File: config.mk
export PLATFORM = sky130hd
export DESIGN_NAME = uart_rx_buffer
export DESIGN_NICKNAME = d
export VERILOG_FILES = /design/src/rtl/uart_rx_buffer.sv
export SDC_FILE = /design/constraint.sdc
export NUM_CORES = 1
export LEC_CHECK = 0
export CAP_MARGIN = 5
export CORE_MARGIN = 2
export CORE_UTILIZATION = 45
export CTS_BUF_LIST = sky130_fd_sc_hd__clkbuf_8
export DETAILED_ROUTE_END_ITERATION = 8
export PLACE_DENSITY = 0.65
export SLEW_MARGIN = 20
export SYNTH_ARGS = -nofsm -noshare
export SYNTH_HDL_FRONTEND = slang
export SYNTH_SLANG_ARGS = --single-unit
File: constraint.sdc
create_clock -name clk -period 3.3 [get_ports clk]
set_input_delay 0.33 -clock clk [delete_from_list [all_inputs] [get_ports clk]]
set_output_delay 0.33 -clock clk [all_outputs]
set_load 0.1 [all_outputs]
File: src/rtl/uart_rx_buffer.sv
// uart_rx_buffer: 8N1 oversampling receiver feeding a show-ahead FIFO.
// Supplies receive status, sticky error flags and the active-low IRQ.
module uart_rx_buffer #(
    parameter int CLKS_PER_BIT = 69,
    parameter int FIFO_DEPTH   = 16,
    parameter int PTR_W        = 4
) (
    input  logic             clk,
    input  logic             reset,
    input  logic             i_UART_TX,
    input  logic             i_rd_strobe,
    input  logic             i_clear,
    input  logic             i_irq_en,
    output logic [7:0]       o_rx_data,
    output logic             o_rx_avail,
    output logic             o_fifo_full,
    output logic [PTR_W:0]   o_count,
    output logic             o_overrun,
    output logic             o_framing_err,
    output logic             o_irq_n
);

    localparam int CNT_W = $clog2(CLKS_PER_BIT);
    localparam logic [CNT_W-1:0] HALF  = CNT_W'(CLKS_PER_BIT / 2);
    localparam logic [CNT_W-1:0] LAST  = CNT_W'(CLKS_PER_BIT - 1);
    localparam logic [PTR_W:0]   DEPTH = (PTR_W + 1)'(FIFO_DEPTH);

    typedef enum logic [1:0] {
        S_IDLE,
        S_START,
        S_DATA,
        S_STOP
    } state_e;

    // Line synchronizer and edge history
    logic sync1_q;
    logic rx_s_q;
    logic rx_prev_q;

    // Receiver state
    state_e           state_q, state_d;
    logic [CNT_W-1:0] cnt_q, cnt_d;
    logic [2:0]       bit_q, bit_d;
    logic [7:0]       shift_q, shift_d;
    logic             push;
    logic             stop_bad;

    // FIFO state
    logic [7:0]       mem_q [FIFO_DEPTH];
    logic [PTR_W-1:0] wr_ptr_q, wr_ptr_d;
    logic [PTR_W-1:0] rd_ptr_q, rd_ptr_d;
    logic [PTR_W:0]   count_q, count_d;
    logic             ovr_q, ovr_d;
    logic             ferr_q, ferr_d;
    logic             irq_n_q;
    logic             full;
    logic             empty;
    logic             pop;
    logic             wr_en;

    // Two-flop synchronizer; idles high so reset never looks like a start bit
    always_ff @(posedge clk or negedge reset) begin
        if (!reset) begin
            sync1_q   <= 1'b1;
            rx_s_q    <= 1'b1;
            rx_prev_q <= 1'b1;
        end else begin
            sync1_q   <= i_UART_TX;
            rx_s_q    <= sync1_q;
            rx_prev_q <= rx_s_q;
        end
    end

    // Receiver state register
    always_ff @(posedge clk or negedge reset) begin
        if (!reset) begin
            state_q <= S_IDLE;
            cnt_q   <= '0;
            bit_q   <= '0;
            shift_q <= '0;
        end else begin
            state_q <= state_d;
            cnt_q   <= cnt_d;
            bit_q   <= bit_d;
            shift_q <= shift_d;
        end
    end

    // Receiver next state: mid-bit sampling, LSB first, push on good stop
    always_comb begin
        state_d  = state_q;
        cnt_d    = cnt_q;
        bit_d    = bit_q;
        shift_d  = shift_q;
        push     = 1'b0;
        stop_bad = 1'b0;
        unique case (state_q)
            S_IDLE: begin
                if (rx_prev_q && !rx_s_q) begin
                    state_d = S_START;
                    cnt_d   = '0;
                end
            end
            S_START: begin
                if (cnt_q == HALF) begin
                    cnt_d = '0;
                    if (!rx_s_q) begin
                        state_d = S_DATA;
                        bit_d   = '0;
                    end else begin
                        state_d = S_IDLE;
                    end
                end else begin
                    cnt_d = cnt_q + CNT_W'(1);
                end
            end
            S_DATA: begin
                if (cnt_q == LAST) begin
                    cnt_d   = '0;
                    shift_d = {rx_s_q, shift_q[7:1]};
                    bit_d   = bit_q + 3'd1;
                    if (bit_q == 3'd7) begin
                        state_d = S_STOP;
                    end
                end else begin
                    cnt_d = cnt_q + CNT_W'(1);
                end
            end
            S_STOP: begin
                if (cnt_q == LAST) begin
                    cnt_d   = '0;
                    state_d = S_IDLE;
                    if (rx_s_q) begin
                        push = 1'b1;
                    end else begin
                        stop_bad = 1'b1;
                    end
                end else begin
                    cnt_d = cnt_q + CNT_W'(1);
                end
            end
            default: begin
                state_d = S_IDLE;
            end
        endcase
    end

    assign full  = (count_q == DEPTH);
    assign empty = (count_q == '0);
    assign pop   = i_rd_strobe && !empty;
    // A pop in the same cycle frees the slot a full FIFO would otherwise refuse
    assign wr_en = push && (!full || pop);

    // FIFO storage; no reset needed, reads are gated by the count
    always_ff @(posedge clk) begin
        if (wr_en) begin
            mem_q[wr_ptr_q] <= shift_q;
        end
    end

    // FIFO bookkeeping and sticky flags; clear outranks push and pop
    always_comb begin
        wr_ptr_d = wr_ptr_q;
        rd_ptr_d = rd_ptr_q;
        count_d  = count_q;
        ovr_d    = ovr_q;
        ferr_d   = ferr_q;
        if (i_clear) begin
            wr_ptr_d = '0;
            rd_ptr_d = '0;
            count_d  = '0;
            ovr_d    = 1'b0;
            ferr_d   = 1'b0;
        end else begin
            if (wr_en) begin
                wr_ptr_d = wr_ptr_q + PTR_W'(1);
            end
            if (pop) begin
                rd_ptr_d = rd_ptr_q + PTR_W'(1);
            end
            if (wr_en && !pop) begin
                count_d = count_q + (PTR_W + 1)'(1);
            end else if (pop && !wr_en) begin
                count_d = count_q - (PTR_W + 1)'(1);
            end
            if (push && !wr_en) begin
                ovr_d = 1'b1;
            end
            if (stop_bad) begin
                ferr_d = 1'b1;
            end
        end
    end

    // FIFO registers
    always_ff @(posedge clk or negedge reset) begin
        if (!reset) begin
            wr_ptr_q <= '0;
            rd_ptr_q <= '0;
            count_q  <= '0;
            ovr_q    <= 1'b0;
            ferr_q   <= 1'b0;
        end else begin
            wr_ptr_q <= wr_ptr_d;
            rd_ptr_q <= rd_ptr_d;
            count_q  <= count_d;
            ovr_q    <= ovr_d;
            ferr_q   <= ferr_d;
        end
    end

    // Interrupt request follows the visible status by one clock
    always_ff @(posedge clk or negedge reset) begin
        if (!reset) begin
            irq_n_q <= 1'b1;
        end else begin
            irq_n_q <= !(i_irq_en && (o_rx_avail || ovr_q));
        end
    end

    assign o_rx_data     = empty ? 8'h00 : mem_q[rd_ptr_q];
    assign o_rx_avail    = !empty;
    assign o_fifo_full   = full;
    assign o_count       = count_q;
    assign o_overrun     = ovr_q;
    assign o_framing_err = ferr_q;
    assign o_irq_n       = irq_n_q;

endmodule
## Word level (Yosys, flattened, before mapping)

Memory sizes are Yosys's and may differ from the RTL's.
Cells that the tools add are included.

| word-level totals | value |
|---|---|
| word-level logic and storage cells | 95 |
| memory bits (writable) | 128 |
| bits in latches | 0 |
| bits in read-only memories | 0 |
| input port bits | 6 |
| memories | 1 |
| bits in registers | 39 |

| cells by class | value |
|---|---|
| bitwise logic cells | 0 |
| $mul | 0 |
| $lt $le $gt $ge | 0 |
| reduce and logical (&&, ||, !) cells | 27 |
| $add $sub $neg | 6 |
| divide/modulo/power cells | 0 |
| eq/ne operators | 13 |
| shift operators | 0 |
| mux-type cells | 35 |

Memories:

| name | words | bits a word | rd ports | clocked after memory_dff | wr ports | line | source |
|---|---|---|---|---|---|---|---|
| mem_q | 16 | 8 | 1 | 0 | 1 | 49 | `logic [7:0] mem_q [FIFO_DEPTH];` |

Operator list:

| kind | count |
|---|---|
| $mux W7 | 3 |
| $pmux W7 S3 | 1 |
| $mux W4 | 4 |
| $mux W5 | 3 |
| $mux W1 | 12 |
| $mux W2 | 6 |
| $ne A2 B2 Y1 const B | 6 |
| $reduce_bool A2 Y1 | 5 |
| $mux W3 | 3 |
| $add A4 B1 Y4 const B | 2 |
| $mux W8 | 1 |
| $pmux W2 S4 | 1 |
| $add A7 B1 Y7 const B | 1 |
| $eq A7 B6 Y1 const B | 1 |
| $eq A7 B7 Y1 const B | 1 |
| $logic_and A1 B1 Y1 | 7 |
| $logic_not A1 Y1 | 6 |
| $pmux W3 S2 | 1 |
| $add A5 B1 Y5 const B | 1 |
| $eq A5 B5 Y1 const B | 1 |
| $logic_not A5 Y1 | 1 |
| $reduce_and A5 Y1 | 1 |
| $sub A5 B1 Y5 const B | 1 |
| $eq A2 B2 Y1 const B | 2 |
| other kinds (9) | 10 |

## Logic depth before layout (Yosys ltp)

| depth | value |
|---|---|
| depth in word-level cells | 10 |
| depth in mapped cells | 12 |

## Worst setup path after synthesis

Ideal clock, no wire load.

| path | value |
|---|---|
| kind | reg-to-output |
| start point | register count_q[1] (netlist: o_count[1]) |
| end point | output port o_rx_data[6] |
| setup slack | -969 ps |
| required time | 2,970 ps |
| stages on the path, launching flop included | 5 |
| data arrival time | 3,939 ps |
| path through | dfrtp_1 > nor4_1 > nand2b_1 > nand2_1 > o22ai_1 |

| between the ends | value |
|---|---|
| longest elaborated chain between the ends | 2 |

RTL lines:

| item | line | source |
|---|---|---|
| from (decl) | 52 | `logic [PTR_W:0] count_q, count_d;` |
| from (signal assigned) | 206 | `count_q <= count_d;` |
| $logic_not A5 Y1 | 149 | `assign empty = (count_q == '0);` |
| $mux W8 | 221 | `assign o_rx_data = empty ? 8'h00 : mem_q[rd_ptr_q];` |
| to (decl) | 14 | `output logic [7:0] o_rx_data,` |

No other way between the ends.

## Worst setup path in the final report

| path | value |
|---|---|
| start point | register count_q[1] (netlist: o_count[1]) |
| end point | register count_q[4] (netlist: o_count[4]) |

| between the ends | value |
|---|---|
| longest elaborated chain between the ends | 8 |
| elaborated cells on any way between the ends | 17 |
| classes of those cells | add/sub (2); eq/ne (1); mux (3); reduce/logical (11) |

RTL lines:

| item |
|---|
| branches (longest 8 deep; another with $sub A5 B1 Y5) |

Several ways; the timed one is not identified. The select of a mux whose other input is x is not followed.
A chain may end at the register's enable or synchronous reset.

==> out/results.txt <==
Design area - 0.00824 mm^2
Max_slew headroom - 34.0%
Mux cell area share after synthesis - 15.0%
Final instance count without filler cells - 693
Drt first pass iters - 4
Nets - 486
Vias/cell - 5.50
Final Hold Fails - 0
CTS clock-pin slew for the worst setup and hold paths - 0.09 ns
Clock latency on the worst-skew pair - 0.45 ns
Asr flop ratio synth - 23.4%
RSZ-0062 raised after global routing - no
P_leak - 2.73 nW
Worst Setup Path Type - reg2reg
Post-DRT Antenna Nets - 0
Via count of the routed design - 3813
First-pass GRT wire length - 21800 um
Pwr Density - 764 mW/mm^2
CP bufs+invs - 0
Crit end category - register
Startpoint types - register
Gr usage total - 17.5%
TNS Setup - 0 ns
Fraction of the mapped netlist area in simple logic gates - 7.00%
Hold crit path type - in2async
Least-Margin Pin Slew - 0.987 ns
Seq/Total Area, Yosys - 67.5%
Critical Path RT - 3.69 ns
Post-Synthesis Cells - 435
Root buf cell - clkbuf_8
Final min period - 2.99 ns
Clk_skew - 0.00970 ns
Outcome - complete, no violations
Final GP Congestion - 0.865
Setup ws final - 0.310 ns
Max Fclk - 334 MHz
Clock power share - 23.2%
# IOs - 24
Cell area after synthesis - 0.00715 mm^2
Max Root-Sink Buffers - 2
Final WL - 13400 um
Row cnt - 46
Arr. time, crit path - 3.38 ns
Number of diodes - 0
Final setup viols - 0
Initial Util - 45.5%
Main combinational cell family by area after synthesis - multiplexers
Peak VDD IR - 0.612 mV
Routed wire per std cell - 19.3 um
Worst path max stage delay - 0.61 ns
Sw Pwr - 0.00233 W
Seq pwr share - 39.6%
EDFF count, synth - 128
Largest fanout on the critical path - 6
Switching share of power - 37.1%
Die Area - 0.0169 mm^2
Synth Area in XOR/XNOR - 0.368%
Placed cell area - 0.00784 mm^2
Finished Core Util - 52.4%
Number of global-route vias before repair - 3961
Top cell type's share of synthesized area - 53.8%
Logic pwr share - 37.2%
P&R area growth vs syn - 15.2%
Inst Count DP - 662
DIE HEIGHT - 130 um
Die W - 130 um
Critical-path cell list - or4_4, o21ai_2, nand2_1, fa_1, a21o_1, a2111oi_0, a221oi_1, nand3_1
# port buffers - 23
Mean post-synth cell area - 16.4 um^2
Initial antenna violation count - 0
Top cells by area, synth - edfxtp_1, dfrtp_1, mux4_2, mux2i_1, ha_1
GR Overflow Total - 0
CTS H-Tree Depth - 4
Largest net degree at the start of global routing - 40
Drt drc - 0
Max-cap violations - 0
Clock Sinks - 167
Commonest cells post-synth - edfxtp_1, dfrtp_1, mux4_2
Adder-Cell Fraction of Synth Area - 2.73%
Synthesized flop and latch total - 167
R2r setup slk - 0.31 ns
Post-Syn Nets - 456
CTS tree - built
DPL Wire Length - 8670 um
Critical path startpoint - o_count[1]
Main synth FF type - edfxtp_1
Iter 0 DRT Violations - 309
Library cells used by synthesis - 51
R2R Path Start - o_count[1]
Synth Area in Compound Gates - 5.37%
Crit share post-route - 90.6%
CTS buffer count - 17
Delay-heaviest family, CP - compound AO/OA/AOI/OAI gates
Final Max Slew Viols - 0
Synth area leader - edfxtp_1
Slowest CP cell - or4_4
P_int - 0.00396 W
Most common cell in the netlist - edfxtp_1
Ys Warns - 0
Worst slack at placement - 0.257 ns
Share of layout cells above drive strength 1 - 23.5%
Core box area - 0.0157 mm^2
## worst reg2reg max path, cell delays in order, from the launching register on
cell       delay (ns)
dfrtp_1          0.46
or4_4            0.61
o21ai_2          0.28
nand2_1          0.22
fa_1             0.47
a21o_1           0.21
a2111oi_0        0.43
a221oi_1         0.16
nand3_1          0.10
## through the flow
| step | power, W | hold slack (ns) |
|---|---|---|
| after global placement | 0.00486 | 0.347 |
| after global routing | 0.00658 | 0.0586 |
| final | 0.00630 | 0.0180 |
| after CTS | 0.00635 | 0.0260 |
| after detailed placement | 0.00490 | 0.348 |
| after floorplan | 0.00432 | 0.0344 |
## cell type report
cell class                      instances  area, um^2
Timing Repair Buffer                   34         408
Multi-Input combinational cell        233        2300
Sequential cell                       167        4830
Fill cell                            1313        7470
Clock buffer                           17         234
Inverter                               12        45.0
Clock inverter                         14         159
Tap cell                              216         270
## power groups by stage
| stage | registers [W] | logic, W | clock network (W) |
|---|---|---|---|
| after detailed placement | 0.00254 | 0.00236 | 0 |
| after global placement | 0.00253 | 0.00233 | 0 |
| after CTS | 0.00249 | 0.00237 | 0.00149 |
| final | 0.00249 | 0.00234 | 0.00146 |
| after floorplan | 0.00266 | 0.00166 | 0 |
| after global routing | 0.00252 | 0.00250 | 0.00157 |
## state kept, by name, indices dropped and copies added, names as in the netlist, named ones only
signal and cells:
sync1_q 1, wr_ptr_q 4, bit_q 3, rd_ptr_q 4
o_irq_n 1, o_count 5, rx_s_q 1, shift_q 8
o_overrun 1, o_framing_err 1, cnt_q 7, state_q 1
mem_q 128, rx_prev_q 1
## cell usage in the layout (no fill, tap or decap), types with 3 or more instances in the layout
cell,Yosys,layout
mux2i_1,23,23
and2_1,14,14
mux2_2,7,7
buf_4,0,11
clkinv_4,0,3
o21ai_0,15,15
clkbuf_8,0,17
dfrtp_1,35,34
mux4_2,32,32
nand3_1,14,14
clkinv_1,0,3
a21oi_1,11,11
o21bai_1,3,3
bufinv_16,0,3
ha_1,14,14
nor4_1,3,3
clkdlybuf4s50_1,0,12
o211ai_1,5,5
o22ai_4,0,8
mux2_4,3,3
buf_12,0,10
nand2_1,17,17
nor2_1,14,13
xor2_1,3,3
inv_1,12,12
a22oi_1,3,3
nor3_1,4,4
and4_1,5,5
dfstp_2,4,4
edfxtp_1,128,128
and3_1,6,6
## cell families (layout without fill, tap and decap cells)
group / count (synthesis) / in the layout
DFF: 167 / 167
and+or+nand+nor: 90 / 90
muxes: 65 / 65
AOI/OAI and AO/OA: 60 / 60
buffers and inverters: 35 / 77
adders and majority gates: 15 / 15
xor gates and xnor gates: 3 / 3
## what timing repair did
item	CTS	global route
setup endpoints to repair	0	1
hold buffers	0	0
setup buffers	0	0
endpoints found under the hold margin	0	0
resized for setup	0	1
## metal layers
layer  GRT usage [%]  wire (um)  vias up  share of wire [%]
met3            3.36        365       16                2.7
li1                -          -     1766                  -
met5               0          0        -                  0
met2            29.1       6810       67                 51
met4            6.07        187        0                1.4
met1            23.3       6030     1964                 45
## path summary, 6_finish.rpt
check                      cells after the start     endpoint
setup / recovery                               8   o_count[4]
hold / removal                                 1     cnt_q[3]
setup reg to reg                               8   o_count[4]
hold reg to reg                                0       rx_s_q
max in group asynchronous                      1  rd_ptr_q[0]
min in group clk                               1      sync1_q
No activity file was read; power rests on OpenSTA's default activity.
==> RTL change, RTL diff (config.mk and constraints unchanged) <==
Register the output `o_count` once more, cleared by the reset; this adds one clock of latency there. The other outputs are not delayed to match.
--- a/src/rtl/uart_rx_buffer.sv
+++ b/src/rtl/uart_rx_buffer.sv
@@ -221,7 +221,13 @@
     assign o_rx_data     = empty ? 8'h00 : mem_q[rd_ptr_q];
     assign o_rx_avail    = !empty;
     assign o_fifo_full   = full;
-    assign o_count       = count_q;
+    always_ff @(posedge clk or negedge reset) begin
+        if (!reset) begin
+            o_count <= '0;
+        end else begin
+            o_count <= count_q;
+        end
+    end
     assign o_overrun     = ovr_q;
     assign o_framing_err = ferr_q;
     assign o_irq_n       = irq_n_q;
Behaviour: no difference found for any inputs over 10 cycles, from zero or initial values and one cycle with reset low; that may be too few to reach the edited logic, so the function may still have changed.
==> RTL change against the original RTL <==
- synthesized area up 0.25%
- sequential cell count up 5
- die area up 0.24%
- via count down 4.5%
- total power is 18% lower
- first-iteration DRC count is 9.4% lower
- cell area is 1.5% lower
- sequential power about the same
- combinational power shrank 50%
- setup slack worse by 0.14 ns
- routed wire length decreased by 1.6%
- count of clock-buffer cells in the layout increased by 3
- critical endpoint is now count_q[4]
==> RTL change: results (changes against the original RTL) <==
* Status: finished, final reports clean
* Comb power frac at 22.8% (-14 points)
* Worst reg2reg endpoint: count_q[4]
* Final GP Congestion at 0.789 (-8.8%)
* Pin count of the biggest net entering global routing at 45 (+13%)
* Synth unique cells at 48 (-5.9%)
* Max_slew headroom at 34.3% (+0.36 points)
* Max incr delay on CP at 0.66 ns (+0.05 ns)
* Vias in the first global route at 3,808 (-3.9%)
* M2 GR Usage at 28.6% (-0.46 points)
* Reg area at 4950 µm² (+2.6%)
* Synth Area in XOR/XNOR at 1.10% (+0.73 points)
* Setup Skew at 0.0113 ns (+0.00165 ns)
* First-pass GRT wire length at 20.6 mm (-5.4%)
* Clock power frac at 28.8% (+5.6 points)
* Multi-input logic area at 2100 µm² (-8.7%)
* Final hold slack at 0.0161 ns (-0.00191 ns)
* Ys async rst share at 25.6% (+2.2 points)
* Reg2reg setup slack at 0.17 ns (-0.14 ns)
* Share of cells above drive strength 1 at 22.4% (-1.1 points)
* Wire length per cell at 19.6 µm (+1.5%)
* Multi-input gates at 213 (-8.6%)
* Routed met3 length at 642 µm (+76%)
* Post-Route WL at 13.2 mm (-1.6%)
* Post-DP HPWL at 8.58 mm (-0.99%)
* Met2 wire len at 6.73 mm (-1.2%)
* Reg2Reg Depth at 9 (+1)
* Synth Area in Compound Gates at 3.30% (-2.1 points)
* Pwr/cell area at 635 nW/µm² (-17%)
* Cell family with most CP delay: simple AND/OR/NAND/NOR gates
* Worst ir drop on vdd at 0.882 mV (+44%)
* Most instantiated cells after synthesis: 128 x edfxtp_1, 40 x dfrtp_1, 32 x mux4_2
* Post-synthesis adder-cell area fraction at 2.72% (-0.0067 points)
* Fillers at 1,304 (-0.69%)
* Mux contribution to synthesized area at 14.8% (-0.19 points)
* Placed cells at 640 (-3.3%)
* Cells after Synth at 415 (-4.6%)
* P_leak at 3.19 nW (+17%)
* Design area at 8110 µm² (-1.5%)
* Placement Cell Area at 7700 µm² (-1.9%)
* Post-Place Setup Slack at 0.152 ns (-0.105 ns)
* Met1 Usage GRT at 21.9% (-1.4 points)
* Clkbuf count at 20 (+3)
* Top post-synthesis cells by area: edfxtp_1 54%, dfrtp_1 14%, mux4_2 10%, mux2i_1 3.2%, ha_1 2.4%
* Inverter count at 8 (-4)
* Met1 wire length at 5.60 mm (-7.0%)
* Sequential area share after synthesis at 69.1% (+1.6 points)
* Clk tree area frac at 5.00% (+0.23 points)
[RTL change: cell count changes in the layout (fill, tap and decap cells not counted), moves of 5 or more]
cell,delta
a21o_1,+5
dfrtp_1,+5
nand2_1,-10
nand3_1,-5
nor2_1,+8
o211ai_1,-5
o21ai_0,-6
o22ai_1,+9
o22ai_4,-8
[RTL change: worst max-delay path by stage]
stage                     cells after the start  slack [ns]        from           end
final                                         9        0.17  count_q[0]    count_q[4]
after global routing                          9        0.01  count_q[0]    count_q[4]
after CTS                                     9        0.14  count_q[0]    count_q[4]
after detailed placement                      9        0.15  count_q[0]    count_q[4]
after global placement                        9        0.29  count_q[0]    count_q[4]
after floorplan                               4       -0.20  count_q[0]  o_rx_data[6]
[RTL change: repair_timing]
| item | 4_1_cts | 5_1_grt |
|---|---|---|
| gates resized for setup | 0 | 2 |
| endpoints found under the hold margin | 0 | 0 |
| endpoints found under the setup margin | 0 | 1 |
